<file path="src/rtl/ram_pkg.sv">
// rtl/ram_pkg.sv - shared types and helpers for the clearable synchronous RAM
package ram_pkg;

  typedef enum logic {
    CLEAR = 1'b0,
    IDLE  = 1'b1
  } ram_state_e;

  localparam bit RAM_READ_FIRST  = 1'b1;
  localparam bit RAM_WRITE_FIRST = 1'b0;

  function automatic int unsigned ram_depth(input int unsigned addr_w);
    return 32'd1 << addr_w;
  endfunction

endpackage

</file>
<file path="src/rtl/ram_array.sv">
// rtl/ram_array.sv - storage array with one write port and a combinational read mux
module ram_array
  import ram_pkg::*;
#(
  parameter int DATA_W = 4,
  parameter int ADDR_W = 4
) (
  input  logic              clk,
  input  logic              we,
  input  logic [ADDR_W-1:0] waddr,
  input  logic [DATA_W-1:0] wdata,
  input  logic [ADDR_W-1:0] raddr,
  output logic [DATA_W-1:0] rdata
);

  localparam int DEPTH = int'(ram_depth(ADDR_W));

  // No reset on the array: the clear engine gives it a known state.
  logic [DATA_W-1:0] mem_q [DEPTH];

  always_ff @(posedge clk) begin
    if (we) begin
      mem_q[waddr] <= wdata;
    end
  end

  assign rdata = mem_q[raddr];

endmodule

</file>
<file path="src/rtl/sync_ram_clr.sv">
// rtl/sync_ram_clr.sv - synchronous single-port RAM with registered read and clear sweep
module sync_ram_clr
  import ram_pkg::*;
#(
  parameter int              DATA_W     = 4,
  parameter int              ADDR_W     = 4,
  parameter bit              READ_FIRST = RAM_READ_FIRST,
  parameter logic [DATA_W-1:0] CLR_VAL  = '0
) (
  input  logic              CLK,
  input  logic              RST_N,
  input  logic              WR,
  input  logic              RD,
  input  logic [ADDR_W-1:0] Address,
  input  logic [DATA_W-1:0] Data,
  input  logic              Clear,
  output logic [DATA_W-1:0] Output,
  output logic              Valid,
  output logic              Busy
);

  localparam logic [ADDR_W-1:0] LAST_ADDR = ADDR_W'(ram_depth(ADDR_W) - 1);

  ram_state_e        state_q, state_d;
  logic [ADDR_W-1:0] clr_ptr_q, clr_ptr_d;
  logic [DATA_W-1:0] out_q, out_d;
  logic              valid_q, valid_d;

  logic              mem_we;
  logic [ADDR_W-1:0] mem_waddr;
  logic [DATA_W-1:0] mem_wdata;
  logic [DATA_W-1:0] mem_rdata;

  ram_array #(
    .DATA_W (DATA_W),
    .ADDR_W (ADDR_W)
  ) u_array (
    .clk   (CLK),
    .we    (mem_we),
    .waddr (mem_waddr),
    .wdata (mem_wdata),
    .raddr (Address),
    .rdata (mem_rdata)
  );

  always_comb begin
    state_d   = state_q;
    clr_ptr_d = clr_ptr_q;
    out_d     = out_q;
    valid_d   = 1'b0;
    mem_we    = 1'b0;
    mem_waddr = Address;
    mem_wdata = Data;

    unique case (state_q)
      CLEAR: begin
        mem_we    = 1'b1;
        mem_waddr = clr_ptr_q;
        mem_wdata = CLR_VAL;
        if (clr_ptr_q == LAST_ADDR) begin
          state_d   = IDLE;
          clr_ptr_d = '0;
        end else begin
          clr_ptr_d = clr_ptr_q + 1'b1;
        end
      end
      IDLE: begin
        // Clear wins over any access presented in the same cycle.
        if (Clear) begin
          state_d = CLEAR;
        end else begin
          mem_we = WR;
          if (RD) begin
            valid_d = 1'b1;
            out_d   = (WR && (READ_FIRST == RAM_WRITE_FIRST)) ? Data : mem_rdata;
          end
        end
      end
      default: begin
        state_d = CLEAR;
      end
    endcase
  end

  always_ff @(posedge CLK or negedge RST_N) begin
    if (!RST_N) begin
      state_q   <= CLEAR;
      clr_ptr_q <= '0;
      out_q     <= '0;
      valid_q   <= 1'b0;
    end else begin
      state_q   <= state_d;
      clr_ptr_q <= clr_ptr_d;
      out_q     <= out_d;
      valid_q   <= valid_d;
    end
  end

  assign Output = out_q;
  assign Valid  = valid_q;
  assign Busy   = (state_q == CLEAR);

endmodule

</file>
<file path="config.mk">
export PLATFORM = sky130hd
export DESIGN_NAME = sync_ram_clr
export DESIGN_NICKNAME = d
export VERILOG_FILES = /design/src/rtl/ram_pkg.sv /design/src/rtl/ram_array.sv /design/src/rtl/sync_ram_clr.sv
export SDC_FILE = /design/constraint.sdc
export NUM_CORES = 1
export LEC_CHECK = 0
export ABC_AREA = 1
export ABC_CLOCK_PERIOD_IN_PS = 2150
export CORE_ASPECT_RATIO = 0.7
export CORE_MARGIN = 2
export CORE_UTILIZATION = 61
export CTS_BUF_LIST = sky130_fd_sc_hd__clkbuf_8
export DETAILED_ROUTE_END_ITERATION = 8
export PLACE_DENSITY = 0.82
export SLEW_MARGIN = 15
export SYNTH_ARGS = -nofsm -noshare
export SYNTH_HDL_FRONTEND = slang
export SYNTH_SLANG_ARGS = --single-unit
</file>
<file path="constraint.sdc">
create_clock -name CLK -period 2.15 [get_ports CLK]
set_input_delay 0.5375 -clock CLK [delete_from_list [all_inputs] [get_ports CLK]]
set_output_delay 0.5375 -clock CLK [all_outputs]
set_load 0.02 [all_outputs]
</file>
==> run_summary.xml <==
<?xml version="1.0" encoding="UTF-8"?>
<metrics>
  <group name="worst_setup_path">
    <metric name="critPathRequiredTime" unit="ns">2.21</metric>
    <metric name="worstPathMaxFanout" unit="">4</metric>
    <metric name="worst_setup_path_start_kind" unit="">primary input</metric>
    <metric name="worstSetupPathType" unit="">in2reg</metric>
    <metric name="data_arrival_critical_path" unit="ns">1.97</metric>
    <metric name="critical_path.endpoint_type" unit="">flip-flop</metric>
  </group>
  <group name="synth">
    <metric name="synth_top_cell_by_area" unit="">edfxtp_1</metric>
    <metric name="yosys.cell_count.top_type" unit="">nand2_1</metric>
    <metric name="synth-seq-cells" unit="">74</metric>
    <metric name="sequential_area_share_after_synthesis" unit="">0.663</metric>
    <metric name="synthFlopType" unit="">edfxtp_1</metric>
    <metric name="synthesis.nets" unit="">319</metric>
    <metric name="async_set_reset_flop_share_out_of_synthesis" unit="">0.135</metric>
    <metric name="yosys_warnings" unit="">0</metric>
    <metric name="fraction_of_the_mapped_netlist_area_in_simple_logic_gates" unit="">0.250</metric>
    <metric name="cells_after_synthesis" unit="">305</metric>
    <metric name="largest_family_of_logic_cells_by_synthesized_area" unit="">simple AND/OR/NAND/NOR gates</metric>
    <metric name="yosys.area_share.xor_xnor" unit="">0</metric>
    <metric name="mappedNetlistArea" unit="mm2">0.00328</metric>
    <metric name="portion_of_synthesized_cell_area_occupied_by_the_leading_cell_type" unit="">0.587</metric>
    <metric name="ys_top_cells_by_count" unit="">nand2_1 (105), edfxtp_1 (64), nand3_1 (57), inv_1 (15), nor2_1 (14)</metric>
    <metric name="synth.mux.area_fraction" unit="">0</metric>
    <metric name="synth-adder-area-share" unit="">0.00382</metric>
    <metric name="synth.distinct_cells" unit="">21</metric>
    <metric name="syn_avg_cell_area" unit="um2">10.7</metric>
    <metric name="synth_enable_flop_cells" unit="">64</metric>
    <metric name="netlist_top_cells_area" unit="">edfxtp_1 (59%), nand2_1 (12%), nand3_1 (8.7%), dfrtp_1 (7.6%), buf_6 (3.1%)</metric>
    <metric name="synth_compound_gate_area_share" unit="">0.0157</metric>
  </group>
  <group name="routing">
    <metric name="detail_route.first_pass.iterations" unit="">5</metric>
    <metric name="avgRoutedWirePerCell" unit="um">16.2</metric>
    <metric name="drc" unit="">0</metric>
    <metric name="detail_route.iter0.violations" unit="">279</metric>
    <metric name="routed_wirelength" unit="mm">6.85</metric>
    <metric name="vias" unit="">2302</metric>
    <metric name="vias_per_cell" unit="">5.43</metric>
    <metric name="ant_nets" unit="">0</metric>
  </group>
  <group name="outcome">
    <metric name="outcome" unit="">completed</metric>
  </group>
  <group name="cts">
    <metric name="cts_tree" unit="">done</metric>
    <metric name="cts_inserted_buffers" unit="">9</metric>
    <metric name="clock_insertion_delay_at_the_later_pin_of_the_skew_report" unit="ns">0.35</metric>
    <metric name="cts_root_buffer" unit="">clkbuf_8</metric>
    <metric name="holdBufCountCts" unit="">0</metric>
    <metric name="numClockSinks" unit="">74</metric>
    <metric name="clkTransAtPathRegs" unit="ns">0.08</metric>
    <metric name="cts.path.max_buffers" unit="">2</metric>
    <metric name="h_tree_levels" unit="">3</metric>
  </group>
  <group name="global_route">
    <metric name="antenna_found_initial" unit="">0</metric>
    <metric name="globalRoute.totalOverflow" unit="">0</metric>
    <metric name="number_of_global_route_vias_before_repair" unit="">2157</metric>
    <metric name="gr-usage-all-layers" unit="">0.253</metric>
    <metric name="largest_net_degree_at_the_start_of_global_routing" unit="">33</metric>
    <metric name="grt_pass1_wl" unit="mm">10.9</metric>
  </group>
  <group name="die">
    <metric name="start_util" unit="">0.630</metric>
    <metric name="floorplan.core_area" unit="mm2">0.00520</metric>
    <metric name="die_w" unit="um">91.6</metric>
    <metric name="die_height" unit="um">65.3</metric>
    <metric name="ios" unit="">19</metric>
    <metric name="die_area" unit="mm2">0.00598</metric>
    <metric name="fp-row-count" unit="">22</metric>
  </group>
  <group name="min_path">
    <metric name="min-delay-path-class" unit="">reg2reg</metric>
  </group>
  <group name="timing">
    <metric name="fmax" unit="MHz">526</metric>
    <metric name="maxSlewViolCount" unit="">0</metric>
    <metric name="final_hold_violations" unit="">0</metric>
    <metric name="finalClockSkew" unit="ns">0.00786</metric>
    <metric name="slew_headroom" unit="">0.679</metric>
    <metric name="holdWs" unit="ns">0.486</metric>
    <metric name="timing.final.crit_period" unit="ns">1.90</metric>
    <metric name="rsz0062_at_grt" unit="">no</metric>
    <metric name="timing_worst_slew_pin_value" unit="ns">0.480</metric>
    <metric name="finalCritPeriodShare" unit="">0.884</metric>
    <metric name="setup_violating_endpoint_count_in_the_final_report" unit="">0</metric>
  </group>
  <group name="power">
    <metric name="irDropWorstVdd" unit="mV">0.628</metric>
    <metric name="p_per_area" unit="mW/mm2">1210</metric>
    <metric name="leakagePower" unit="nW">1.58</metric>
    <metric name="power" unit="mW">4.60</metric>
  </group>
  <group name="placement">
    <metric name="io_buffers" unit="">18</metric>
    <metric name="placedInstanceArea" unit="mm2">0.00361</metric>
    <metric name="gp_congestion" unit="">0.866</metric>
    <metric name="detailed_place_hpwl" unit="mm">4.63</metric>
  </group>
  <group name="finish">
    <metric name="layout_cell_share_with_drive_strength_beyond_1" unit="">0.170</metric>
    <metric name="synthToLayoutAreaGrowth" unit="%">16.5</metric>
    <metric name="antenna-diode-count" unit="">0</metric>
    <metric name="final_area" unit="mm2">0.00382</metric>
    <metric name="finish.utilization" unit="">0.734</metric>
    <metric name="fin_nets" unit="">361</metric>
    <metric name="num-fill-cells" unit="">359</metric>
  </group>
  <group name="flow_run">
    <metric name="max_cap_violations" unit="">0</metric>
  </group>
</metrics>
[cell families (layout without fill, tap and decap cells)]
group,Yosys count,count (layout)
simple gates,190,190
flops,74,74
buf+inv,32,79
compound gates,8,8
fa+ha+maj,1,1
[layout by cell type, fill, tap and decap left out, types with 2 or more instances in the layout]
| cell | count |
|---|---|
| edfxtp_1 | 64 |
| o21ai_1 | 2 |
| clkdlybuf4s50_1 | 17 |
| a21oi_2 | 3 |
| inv_2 | 2 |
| nor3_1 | 3 |
| buf_4 | 25 |
| clkbuf_8 | 10 |
| nand2_2 | 10 |
| nor2_1 | 14 |
| dfrtp_1 | 10 |
| clkinvlp_4 | 3 |
| nand3_1 | 57 |
| nand2_1 | 105 |
| inv_1 | 15 |
| o21ai_0 | 2 |
[repair_timing]
| item | 4_1_cts | 5_1_grt |
|---|---|---|
| buffers inserted | 0 | 0 |
| endpoints found under the hold margin | 0 | 0 |
| setup endpoints to repair | 1 | 0 |
| resized for setup | 1 | 0 |
[layout make-up]
cell class | instances | area (um2) | share of cell area
Sequential cell | 74 | 2170 | 0.569
Multi-Input combinational cell | 199 | 883 | 0.231
Tap cell | 72 | 90.1 | 0.0236
Timing Repair Buffer | 44 | 387 | 0.101
Clock buffer | 10 | 138 | 0.0361
Clock inverter | 6 | 66.3 | 0.0174
Inverter | 19 | 81.3 | 0.0213
[state kept, by name, summed over array words and instances, names as in the netlist]
| register | count |
|---|---|
| Output | 4 |
| Valid | 1 |
| clr_ptr_q | 4 |
| state_q | 1 |
| u_array.mem_q | 64 |
[layer usage]
| layer | track usage | share of wire | up-vias |
|---|---|---|---|
| li1 | - | - | 1112 |
| met1 | 0.353 | 0.44 | 1074 |
| met2 | 0.384 | 0.47 | 98 |
| met3 | 0.0757 | 0.075 | 18 |
| met4 | 0.0909 | 0.019 | 0 |
| met5 | 0 | 0 | - |
[power by group]
part / internal (mW) / switching [mW] / total (mW) / leakage (nW)
Sequential: 2.04 / 0.146 / 2.18 / 0.725
Clock: 0.566 / 0.490 / 1.06 / 0.0945
Combinational: 0.493 / 0.868 / 1.36 / 0.765
Total: 3.10 / 1.50 / 4.60 / 1.58
[worst max-delay path: stages]
cell,delay [ns]
clkdlybuf4s50_1,0.44
inv_1,0.09
nand2_1,0.06
o21ai_1,0.15
inv_1,0.11
buf_4,0.14
nor3_1,0.24
buf_4,0.19
[path summary, 6_finish.rpt]
kind	from	to	slack [ns]	depth (start not counted)
setup / recovery	Address[3]	u_array.mem_q[5][2]	0.25	8
hold / removal	Output[1]	Output[1]	0.49	2
setup reg to reg	state_q	u_array.mem_q[0][0]	0.27	5
hold reg to reg	Output[1]	Output[1]	0.49	2
max in group asynchronous	RST_N	clr_ptr_q[1]	1.31	1
min in group asynchronous	RST_N	Output[0]	0.51	1
[stage by stage]
stage / std cells / setup slack, ns / setup TNS (ns)
2_1_floorplan: 305 / 0.363 / 0
3_3_place_gp: 408 / -0.0669 / -0.557
3_5_place_dp: 408 / -0.0591 / -0.810
4_1_cts: 424 / 0.271 / 0
5_1_grt: 424 / 0.160 / 0
6_report: 424 / 0.249 / 0
No activity file was read; power rests on OpenSTA's default activity.
